### config.mk
export PLATFORM = sky130hd
export DESIGN_NAME = shift_sequencer
export DESIGN_NICKNAME = d
export VERILOG_FILES = /design/src/rtl/shift_sequencer.sv
export SDC_FILE = /design/constraint.sdc
export NUM_CORES = 1
export LEC_CHECK = 0
export CAP_MARGIN = 10
export CELL_PAD_IN_SITES_DETAIL_PLACEMENT = 1
export CELL_PAD_IN_SITES_GLOBAL_PLACEMENT = 1
export CORE_AREA = 2 2 52 64
export DETAILED_ROUTE_END_ITERATION = 16
export DIE_AREA = 0 0 54 66
export HOLD_SLACK_MARGIN = 0.06
export PLACE_DENSITY = 0.79
export SLEW_MARGIN = 20
export SYNTH_ARGS = -nofsm -noshare
export SYNTH_HDL_FRONTEND = slang
export SYNTH_SLANG_ARGS = --single-unit
### constraint.sdc
create_clock -name CP -period 1.8 [get_ports CP]
set_input_delay 0.36 -clock CP [delete_from_list [all_inputs] [get_ports CP]]
set_output_delay 0.36 -clock CP [all_outputs]
set_load 0.05 [all_outputs]
### src/rtl/shift_sequencer.sv
// Command-driven controller for a 4-bit bidirectional shift register: load a word, shift it
// a programmed number of positions with a chosen fill, then capture the result and pulse DONE.
module shift_sequencer #(
  parameter int unsigned W     = 4,
  parameter int unsigned AMT_W = 3
) (
  input  logic             CP,
  input  logic             CR,
  input  logic             CMD_VALID,
  output logic             CMD_READY,
  input  logic [W-1:0]     CMD_DATA,
  input  logic             CMD_DIR,
  input  logic [AMT_W-1:0] CMD_AMT,
  input  logic [1:0]       CMD_FILL,
  input  logic             SIN,
  input  logic [W-1:0]     Q,
  output logic             S1,
  output logic             S0,
  output logic [W-1:0]     D,
  output logic             DSL,
  output logic             DSR,
  output logic             BUSY,
  output logic [W-1:0]     RESULT,
  output logic             DONE
);

  typedef enum logic [1:0] {StIdle, StLoad, StShift, StCapt} state_e;

  state_e           state_q;
  logic [W-1:0]     data_q;
  logic             dir_q;
  logic [1:0]       fill_q;
  logic [AMT_W-1:0] cnt_q;
  logic [W-1:0]     result_q;
  logic             done_q;
  logic             fill_bit;

  always_ff @(posedge CP or negedge CR) begin
    if (!CR) begin
      state_q  <= StIdle;
      data_q   <= '0;
      dir_q    <= 1'b0;
      fill_q   <= 2'b00;
      cnt_q    <= '0;
      result_q <= '0;
      done_q   <= 1'b0;
    end else begin
      done_q <= (state_q == StCapt);
      unique case (state_q)
        StIdle: begin
          if (CMD_VALID) begin
            data_q  <= CMD_DATA;
            dir_q   <= CMD_DIR;
            fill_q  <= CMD_FILL;
            cnt_q   <= CMD_AMT;
            state_q <= StLoad;
          end
        end
        StLoad: state_q <= (cnt_q != '0) ? StShift : StCapt;
        StShift: begin
          cnt_q <= cnt_q - AMT_W'(1);
          // Leaving on count 1 makes the number of shift edges equal the programmed amount.
          if (cnt_q == AMT_W'(1)) state_q <= StCapt;
        end
        StCapt: begin
          result_q <= Q;
          state_q  <= StIdle;
        end
        default: state_q <= StIdle;
      endcase
    end
  end

  // Rotate feeds back the bit about to fall off the far end of the register.
  always_comb begin
    fill_bit = 1'b0;
    unique case (fill_q)
      2'b00: fill_bit = 1'b0;
      2'b01: fill_bit = 1'b1;
      2'b10: fill_bit = dir_q ? Q[W-1] : Q[0];
      2'b11: fill_bit = SIN;
      default: fill_bit = 1'b0;
    endcase
  end

  always_comb begin
    S1 = 1'b0;
    S0 = 1'b0;
    unique case (state_q)
      StIdle:  {S1, S0} = 2'b00;
      StLoad:  {S1, S0} = 2'b11;
      StShift: {S1, S0} = dir_q ? 2'b01 : 2'b10;
      StCapt:  {S1, S0} = 2'b00;
      default: {S1, S0} = 2'b00;
    endcase
  end

  assign DSL       = (state_q == StShift) ? fill_bit : 1'b0;
  assign DSR       = DSL;
  assign D         = data_q;
  assign BUSY      = (state_q != StIdle);
  assign CMD_READY = (state_q == StIdle);
  assign RESULT    = result_q;
  assign DONE      = done_q;

endmodule

# Word level (Yosys, flattened, before mapping)
# Index checks and enable logic that the tools add are counted.
# totals
regBits	17
output_inout_bits	15
# op_classes
n_addsub	1
n_eq_ne	9
muxes	12
n_reduce_logical	9
# op_table
operator	count
$eq 2x2->1 const B	4
$pmux 2 s4	1
$mux 2	3
$pmux 1 s3	2
$pmux 3 s2	1
$reduce_and 2->1	3
$eq 2x1->1 const B	2
$logic_not 2->1	2
$ne 2x2->1 const B	2
$pmux 1 s4	1
$reduce_bool 2->1	2
$eq 3x1->1 const B	1
$mux 1	3
$mux 3	1
$reduce_bool 3->1	1
$sub 3x1->3 const B	1
$reduce_or 2->1	1

# Logic depth before layout (Yosys ltp)
# logic_depth
word_depth	3
mapped_depth	6

# Worst setup path before layout
# No wires, ideal clock.
# synth_timing
kind	register to output
start	reg state_q[0]
end	out S1
arrival_time_ps	2008
t_required_ps	1440
slack_ps	-568
path_stages_with_launch	6
path_cell_list	dfrtp_1 inv_1 ha_1 buf_6 inv_1 o21ai_0
# synth_between
elab_chain_cells	3
# synth_lines
element	line	text
start: declaration	29	state_e state_q;
start signal: assignment	40	state_q <= StIdle;
start signal: assignment	56	state_q <= StLoad;
start signal: assignment	59	StLoad: state_q <= (cnt_q != '0) ? StShift : StCapt;
$eq 2x2->1 / $logic_not 2->1 (equally long branches)	89	unique case (state_q)
$reduce_or 2->1 (no line)	--	
$pmux 1 s3 (*)	89	
end: declaration	17	output logic S1,
# Mark *: on every way between the ends. The rest lies on a longest branch, timed or not.

# Worst setup path in the final report
# layout_timing
start	reg dir_q
end	out DSR
# layout_between
elab_chain_cells	3
# layout_lines
element	line	text
start: declaration	31	logic dir_q;
start signal: assignment	42	dir_q <= 1'b0;
start signal: assignment	53	dir_q <= CMD_DIR;
$mux 1	80	2'b10: fill_bit = dir_q ? Q[W-1] : Q[0];
$pmux 1 s4	77	unique case (fill_q)
$mux 1	98	assign DSL = (state_q == StShift) ? fill_bit : 1'b0;
end: declaration	21	output logic DSR,
# Every way passes these cells.

==> run metrics <==
status=finished clean; final worst-path cycle share=98.4%; Die X=54 um; Detailed Route Iter0 Violations=9; initial antenna violation count=0; Mapped Cells=81; ant diodes=0; Cell Count, Final, Fillers Out=159; final WL=2.40 mm; Multi-input gate area=527 sq um; sequential share of the synthesized area=45.1%; Syn Area/Cell=11.6 sq um; CP max stage delay=0.41 ns; antenna-violating nets left=0; Area growth syn-to-layout=57.0%; Die Height=66 um; Synth async-reset ratio=100%; CP Buf/Inv Count=1; PortBufs=32; # H-tree levels=1; Crit Path Max Fanout=2; drt via density=a little under 5; Critical Path RT=approximately 1.4 ns; Hold WC Path Type=primary input to flip-flop; global-route wire length before repair=4.06 mm; crit path time final=1.77 ns; fraction of layout cells with a size suffix above 1=48.8%; startpoint types=flip-flop; register bit count reported by yosys=17; cell taking the most area after synthesis=dfrtp_1; Final setup violation count=0; vias=772; GPL Wtd Cong=0.705; Total Routing Usage GR=16.2%; drt wl/cell=15.1 um; DRC viols=0; Detailed Routing Iterations Pass 1=3; final layout net count=149; Core Footprint=0.00297 sq mm; dpl cells=149; fmax=0.564 GHz; Crit-path slowest cell=dfrtp_1; post-synth net total=106; CTS sink cnt=17; Yosys top cell area share=45.1%; storage element area=between 400 and 500 sq um; clk root buf=clkbuf_4; number of distinct library cells after synthesis=25; num rows=22; main flop type after synthesis=dfrtp_1; crit path DAT=1.41 ns; hold_buf cts=0; CTS tree=yes; critical path class=flip-flop to output pin; synthesis warning total=0; post-synthesis cell area=943 sq um; CP cell instances=mux2_4 > a21oi_4 > nor2_4 > buf_6; Clock transition at path regs=0.11 ns; Bufs on Longest Clock Path=2; synth top area cells=dfrtp_1, mux2_2, ha_1, inv_1, a21oi_1; Worst path top cell family by delay=flip-flops; number of flops mapped to enable cells by yosys=0; clock buffer count from CTS=3; MaxCap Viol Count=0; final number of max-transition violations=0; Rel. slew slack=between 80% and 90%; Hold Fails Final Rpt=0; Die Area=0.00356 sq mm; worst slew pin tran=0.263 ns; Starting Density=between 30% and 40%; post-DP HPWL=1.75 mm; most numerous cell in the Yosys netlist=dfrtp_1; total gr overflow=0; clk_lat worst skew=0.30 ns; largest net degree at the start of global routing=18; Ports=33; Synth top cells by count=dfrtp_1, mux2_2, ha_1, inv_1, a21oi_1; CP Capture Type=output pin; RSZ-0062 raised after global routing=yes; clock skew=0.000889 ns; vias in the first global route=between 800 and 900; fill count=331
-- final cells by class --
cell class,instances,share of cell area [%]
clock buffers,3,1.52
inverters,7,1.94
multi-input cells,53,35.6
repair buffers,42,28.6
clock inverters,1,0.507
flip-flops and latches,17,28.8
well taps,36,3.04
-- logic make-up after synthesis --
group / synth area share [%]
AND/OR/NAND/NOR: 9.15
flip-flops: 45.1
AO/OA/AOI/OAI: 11.8
adder cells (fa/ha/maj): 9.28
multiplexers: 17.0
XOR/XNOR: 0.929
buffers and inverters: 6.76
-- worst reg2reg max path: stages (launching register included) --
cell and delay (ns):
dfrtp_2 0.48, ha_4 0.20, buf_4 0.18, or2b_2 0.33, o22ai_1 0.13, a221oi_1 0.10
-- routing by layer --
metal	track usage (%)	up-vias	share of wire [%]
met2	29.6	21	57
met1	16.9	383	36
met3	2.26	4	4.5
li1	-	364	-
met4	9.38	0	2.5
met5	0	-	0
-- what timing repair did --
action,in CTS,in global routing
setup buffers,5,1
setup endpoints to repair,6,5
pin swaps,1,4
resized for setup,16,6
-- metrics by stage --
stage               hold WS, ns  area [sq um]  utilization [%]  TNS, ns  setup WS (ns)
floorplan                0.0644           961                -   -0.183        -0.0770
global placement          0.495          1330             44.7   -0.186        -0.0931
detailed placement        0.495          1330             44.7   -0.224         -0.112
CTS                       0.366          1460             49.0        0        0.00219
global route              0.328          1480             49.8  -0.0702        -0.0196
finish                    0.327          1480             49.8        0         0.0285
-- registers in the layout, summed over array words and instances (netlist names) --
name and count:
RESULT 4, D 4, dir_q 1, DONE 1, fill_q 2, cnt_q 3, state_q 2
-- worst paths after layout --
| path | end | startpoint | depth (start not counted) | slack [ns] |
|---|---|---|---|---|
| setup / recovery | DSR | dir_q$_DFFE_PN0P_ | 4 | 0.03 |
| hold / removal | RESULT[3]$_DFFE_PN0P_ | Q[3] | 2 | 0.33 |
| setup reg to reg | cnt_q[2]$_DFFE_PN0P_ | state_q[1]$_DFFE_PN0P_ | 5 | 0.27 |
| hold reg to reg | RESULT[3]$_DFFE_PN0P_ | RESULT[3]$_DFFE_PN0P_ | 1 | 0.52 |
| max in group asynchronous | state_q[1]$_DFFE_PN0P_ | CR | 2 | 1.23 |
| min in group asynchronous | D[0]$_DFFE_PN0P_ | CR | 2 | 0.37 |
-- placed cells by master, fill, tap and decap left out, types with 2 or more instances in the layout --
master	count
o21ai_0	2
a311oi_1	2
or2_2	2
nand2_2	2
inv_1	4
ha_1	5
buf_12	4
dlymetal6s2s_1	2
ha_4	2
buf_4	19
dfrtp_1	16
nand2_1	2
inv_2	2
mux2_4	2
mux2_2	11
a21oi_1	4
clkdlybuf4s50_1	15
nand3_1	3
o22ai_1	2
clkbuf_4	3
Power is left out: the tool's default activity adds up to more than one toggle a clock period on the data nets, which glitch-free logic cannot reach.
